[src/rtl/msk_refresh_rnd_feeder.sv]
// Packs a narrow PRNG beat stream into full refresh-tree random words behind a valid/ready port.
// Optional second word buffer enabled by defining MSKREFRESH_RND_PREFETCH_EN.
module msk_refresh_rnd_feeder #(
    parameter int d    = 2,
    parameter int BITS = 16,
    parameter int IN_W = 32
) (
    input  logic                     clk,
    input  logic                     rst,
    input  logic [IN_W-1:0]          in_rnd_data,
    input  logic                     in_rnd_valid,
    output logic                     in_rnd_ready,
    output logic [(d-1)*BITS-1:0]    rnd_out,
    output logic                     rnd_valid,
    input  logic                     rnd_ready
);
    localparam int RW = (d - 1) * BITS;
    localparam int NB = (RW + IN_W - 1) / IN_W;
    localparam int BW = NB * IN_W;
    localparam int CW = (NB > 1) ? $clog2(NB) : 1;

    logic [CW-1:0] cnt_r;
    logic [BW-1:0] fill_r;
    logic [BW-1:0] fill_word_s;
    logic          in_rdy_r;
    logic          out_vld_r;
    logic          beat_acc_s;
    logic          last_beat_s;
    logic          word_xfer_s;

    assign beat_acc_s   = in_rnd_valid & in_rdy_r;
    assign last_beat_s  = beat_acc_s & (cnt_r == CW'(NB - 1));
    assign word_xfer_s  = out_vld_r & rnd_ready;
    assign in_rnd_ready = in_rdy_r;
    assign rnd_valid    = out_vld_r;

    // Fill buffer with the accepted beat merged into its slot
    always_comb begin
        fill_word_s = fill_r;
        if (beat_acc_s) begin
            fill_word_s[int'(cnt_r)*IN_W +: IN_W] = in_rnd_data;
        end else begin
            fill_word_s = fill_r;
        end
    end

    // Beat counter, wraps when a word completes
    always_ff @(posedge clk) begin
        if (!rst) begin
            cnt_r <= {CW{1'b0}};
        end else if (last_beat_s) begin
            cnt_r <= {CW{1'b0}};
        end else if (beat_acc_s) begin
            cnt_r <= cnt_r + CW'(1);
        end else begin
            cnt_r <= cnt_r;
        end
    end

    // Fill buffer register; stale bits are simply overwritten by the next fill
    always_ff @(posedge clk) begin
        if (!rst) begin
            fill_r <= {BW{1'b0}};
        end else begin
            fill_r <= fill_word_s;
        end
    end

    // Last-beat bits above the word width are dropped
    generate
        if (BW > RW) begin : g_drop
            logic unused_drop_s;
            assign unused_drop_s = ^fill_r[BW-1:RW];
        end
    endgenerate

`ifdef MSKREFRESH_RND_PREFETCH_EN
    logic          stg_full_r;
    logic          stg_full_next_s;
    logic          out_vld_next_s;
    logic          load_fill_s;
    logic          load_stg_s;
    logic [RW-1:0] out_r;

    assign rnd_out = out_r;

    // Decide where a completed word goes and when the staging word advances
    always_comb begin
        stg_full_next_s = stg_full_r;
        out_vld_next_s  = out_vld_r;
        load_fill_s     = 1'b0;
        load_stg_s      = 1'b0;
        if (last_beat_s) begin
            if (!out_vld_r || word_xfer_s) begin
                load_fill_s    = 1'b1;
                out_vld_next_s = 1'b1;
            end else begin
                stg_full_next_s = 1'b1;
            end
        end else if (word_xfer_s) begin
            if (stg_full_r) begin
                load_stg_s      = 1'b1;
                stg_full_next_s = 1'b0;
            end else begin
                out_vld_next_s = 1'b0;
            end
        end else begin
            stg_full_next_s = stg_full_r;
        end
    end

    // Output word, flags and registered handshakes
    always_ff @(posedge clk) begin
        if (!rst) begin
            stg_full_r <= 1'b0;
            out_vld_r  <= 1'b0;
            in_rdy_r   <= 1'b0;
            out_r      <= {RW{1'b0}};
        end else begin
            stg_full_r <= stg_full_next_s;
            out_vld_r  <= out_vld_next_s;
            in_rdy_r   <= ~(stg_full_next_s & out_vld_next_s);
            if (load_fill_s) begin
                out_r <= fill_word_s[RW-1:0];
            end else if (load_stg_s) begin
                out_r <= fill_r[RW-1:0];
            end else begin
                out_r <= out_r;
            end
        end
    end
`else
    typedef enum logic [0:0] {
        ST_FILL = 1'b0,
        ST_FULL = 1'b1
    } state_t;

    state_t state_r;
    state_t state_next_s;

    assign rnd_out = fill_r[RW-1:0];

    // Next state: fill until the last beat, then hold until consumed
    always_comb begin
        state_next_s = state_r;
        case (state_r)
            ST_FILL: begin
                if (last_beat_s) begin
                    state_next_s = ST_FULL;
                end else begin
                    state_next_s = ST_FILL;
                end
            end
            ST_FULL: begin
                if (word_xfer_s) begin
                    state_next_s = ST_FILL;
                end else begin
                    state_next_s = ST_FULL;
                end
            end
            default: state_next_s = ST_FILL;
        endcase
    end

    // State register with handshakes registered from the next state
    always_ff @(posedge clk) begin
        if (!rst) begin
            state_r   <= ST_FILL;
            in_rdy_r  <= 1'b0;
            out_vld_r <= 1'b0;
        end else begin
            state_r   <= state_next_s;
            in_rdy_r  <= (state_next_s == ST_FILL);
            out_vld_r <= (state_next_s == ST_FULL);
        end
    end
`endif

endmodule

[config.mk]
export PLATFORM = sky130hd
export DESIGN_NAME = msk_refresh_rnd_feeder
export DESIGN_NICKNAME = d
export VERILOG_FILES = /design/src/rtl/msk_refresh_rnd_feeder.sv
export SDC_FILE = /design/constraint.sdc
export NUM_CORES = 1
export LEC_CHECK = 0
export ABC_AREA = 0
export BUFFER_PORTS_ARGS = -buffer_cell sky130_fd_sc_hd__buf_2
export CAP_MARGIN = 20
export CORE_ASPECT_RATIO = 1.1
export CORE_MARGIN = 5
export CORE_UTILIZATION = 39
export CTS_BUF_LIST = sky130_fd_sc_hd__clkbuf_16
export DETAILED_ROUTE_END_ITERATION = 10
export PLACE_DENSITY_LB_ADDON = 0.25
export REMOVE_ABC_BUFFERS = 1
export SYNTH_ARGS = -nofsm -noshare
export SYNTH_HDL_FRONTEND = slang
export SYNTH_SLANG_ARGS = --single-unit
[constraint.sdc]
create_clock -name clk -period 1.17 [get_ports clk]
set_input_delay 0.117 -clock clk [delete_from_list [all_inputs] [get_ports clk]]
set_output_delay 0.117 -clock clk [all_outputs]
set_load 0.05 [all_outputs]
==> results by group <==
Clock tree
  • Total setup buffers inserted after CTS: 0
  • Clk buf depth: 2
  • Clk Latency, worst-skew pair: 0.24 ns
  • H-tree depth: 1
  • CTS root buffer: clkbuf_16
  • CTS tree: done
  • Num CTS Buffers: 3
  • PostCTS Resize Cnt: 0
  • Hold Buf Count CTS: 0
  • CTS clock-pin slew for the worst setup and hold paths: 0.05 ns
  • Clock sink count: 19

Final layout
  • Design area: 1042 sq um
  • Layout cells sized above 1: 0.3644
  • Final #Nets: 155
  • Commonest non-fill, non-tap cells in the layout: 37 x buf_2, 33 x nand2_1, 19 x dfxtp_1
  • Area grow syn2layout: 37.23%
  • Commonest non-fill, non-tap cell in the layout: buf_2
  • Antenna diodes: 0

Timing
  • Clock skew: between 0.002 and 0.003 ns
  • # setup viols final: 0
  • Setup tns final: 0 ns
  • Final worst slack: 0.1491 ns
  • Unrepaired setup endpoints after global routing: no
  • Final hold vios: 0
  • Max_slew headroom: 0.8317
  • Pins Over Slew Limit: 0
  • Max Freq: between 900 and 1000 MHz
  • Final worst-path cycle share: 0.8725
  • Final min period: 1.021 ns
  • Worst Max-Slew Pin Slew: 0.2543 ns

Status
  • Status: completed

Synthesis
  • Top cells by area, synth: dfxtp_1 50%, mux2i_1 21%, nand2_1 16%
  • Most area-hungry cell type in the Yosys netlist: dfxtp_1
  • Synthesized cell area: 759.5 sq um
  • Post-synth cell types: 13
  • Avg Cell Area, Syn: around 9.5 sq um
  • Synthesis Warnings: 0
  • Post-synthesis sequential area ratio: 0.5008
  • Seq cells post-synth: 19
  • Mapped Cells: 80
  • Share of the synthesized area in the top cell type: 0.5008

Run
  • Max Cap Viol: 0

Critical path
  • Crit path launch type: flop
  • CP arrival: around 1.2 ns
  • Slowest CP cell: dfxtp_1
  • Crit-path max cell delay: 0.36 ns
  • R2r setup slk: around 0.15 ns
  • Family with the most delay on the worst path: flip-flops
  • CP Max Fanout: 9
  • Cells along the critical path: and3b_1 > buf_4 > mux2i_1
  • Endpoint type of the worst setup path: flop
  • Worst Path Buf+Inv: 1
  • CP required: 1.34 ns
  • CP Class: reg2reg

Route
  • Vias per inst: 4.393
  • DRC viols: 0
  • WL final: about 1500 um
  • Initial DRC count: 3
  • Detailed Routing Iterations Pass 1: 2
  • Avg WL per Cell: between 10 and 15 um
  • Vias: 637
  • DRT antenna net count: 0

Power and ir drop
  • Cell Pwr Density: 1578 nW/um^2
  • Pleak: roughly 0.00051 uW
  • Peak VDD IR: 1.000 mV

GRT
  • Total grt overflow: 0
  • Vias in the first global route: between 500 and 600
  • Total track usage: 0.1105
  • First-pass GRT wire length: 2539 um
  • Pin count of the biggest net entering global routing: 36
  • Initial antenna violation count: 0

Placed design
  • Post-DP HPWL: 1113 um
  • Pre-CTS WS: 0.1562 ns
  • I/O Buffers: 37
  • Cell area after placement: 963.4 sq um
  • Placer Congestion: 0.5778

Min path
  • Hold Path Class: in2reg

Floorplanning
  • Core area: 1822 sq um
  • Ports: 54
  • Die Wd: about 52 um
  • Total die area: slightly below 3000 sq um
  • Initial core utilization: 0.4169
  • # rows: 16
  • Die Span Y: 56.29 um
-- Yosys cell counts --
library cell	instances
buf_6	1
clkbuf_1	1
nand2b_1	1
and3_1	1
nand2_1	33
and3b_1	1
a21oi_1	1
nand4bb_1	1
mux2i_1	16
buf_2	3
dfxtp_1	19
a21boi_0	1
buf_12	1
-- final cells by class --
cell class | count | area (sq um)
fillers | 176 | 779.5
clock inverters | 1 | 3.754
repair buffers | 40 | 220.2
flip-flops and latches | 19 | 380.4
multi-input cells | 55 | 329.1
well taps | 27 | 33.78
clock buffers | 3 | 75.07
-- per-stage QoR --
stage	power, uW	hold slack, ns	util	std cells
after detailed placement	997.3	0.3310	0.5288	141
after floorplan	894.2	0.2081	-	74
after CTS	1673	0.07425	0.5721	145
after global placement	991.5	0.3250	0.5288	141
final	1645	0.07546	0.5721	145
after global routing	1728	0.07462	0.5721	145
-- state kept, by name, indices dropped and copies added, names as in the netlist --
register,cells
cnt_r,1
in_rnd_ready,1
state_r,1
fill_r,16
-- power by group --
| part | internal [uW] | leakage [uW] | switching [uW] |
|---|---|---|---|
| Combinational | 92.3 | 0.000312 | 189 |
| Clock | 453 | 0.0000423 | 212 |
| Sequential | 682 | 0.000155 | 16.3 |
-- layer usage --
layer	vias to the layer above	GRT usage	wire length [um]
li1	338	-	-
met2	16	0.1813	729
met3	2	0.02646	101
met5	-	0	0
met4	0	0.04494	12
met1	281	0.1352	614
-- final timing paths --
check | depth (start not counted) | endpoint | start
setup / recovery | 3 | fill_r[7] | in_rnd_ready
hold / removal | 2 | cnt_r | in_rnd_valid
setup reg to reg | 3 | fill_r[7] | in_rnd_ready
hold reg to reg | 2 | cnt_r | cnt_r
-- logic make-up (layout without fill, tap and decap cells) --
kind of cell / after synthesis / count (layout) / share of synthesized area
buffers and inverters: 6 / 44 / 0.06589
AO/OA/AOI/OAI: 2 / 2 / 0.01647
flip-flops: 19 / 19 / 0.5008
AND/OR/NAND/NOR: 37 / 37 / 0.2059
multiplexers: 16 / 16 / 0.2109
Note: power is estimated with default switching activity, not from simulation.
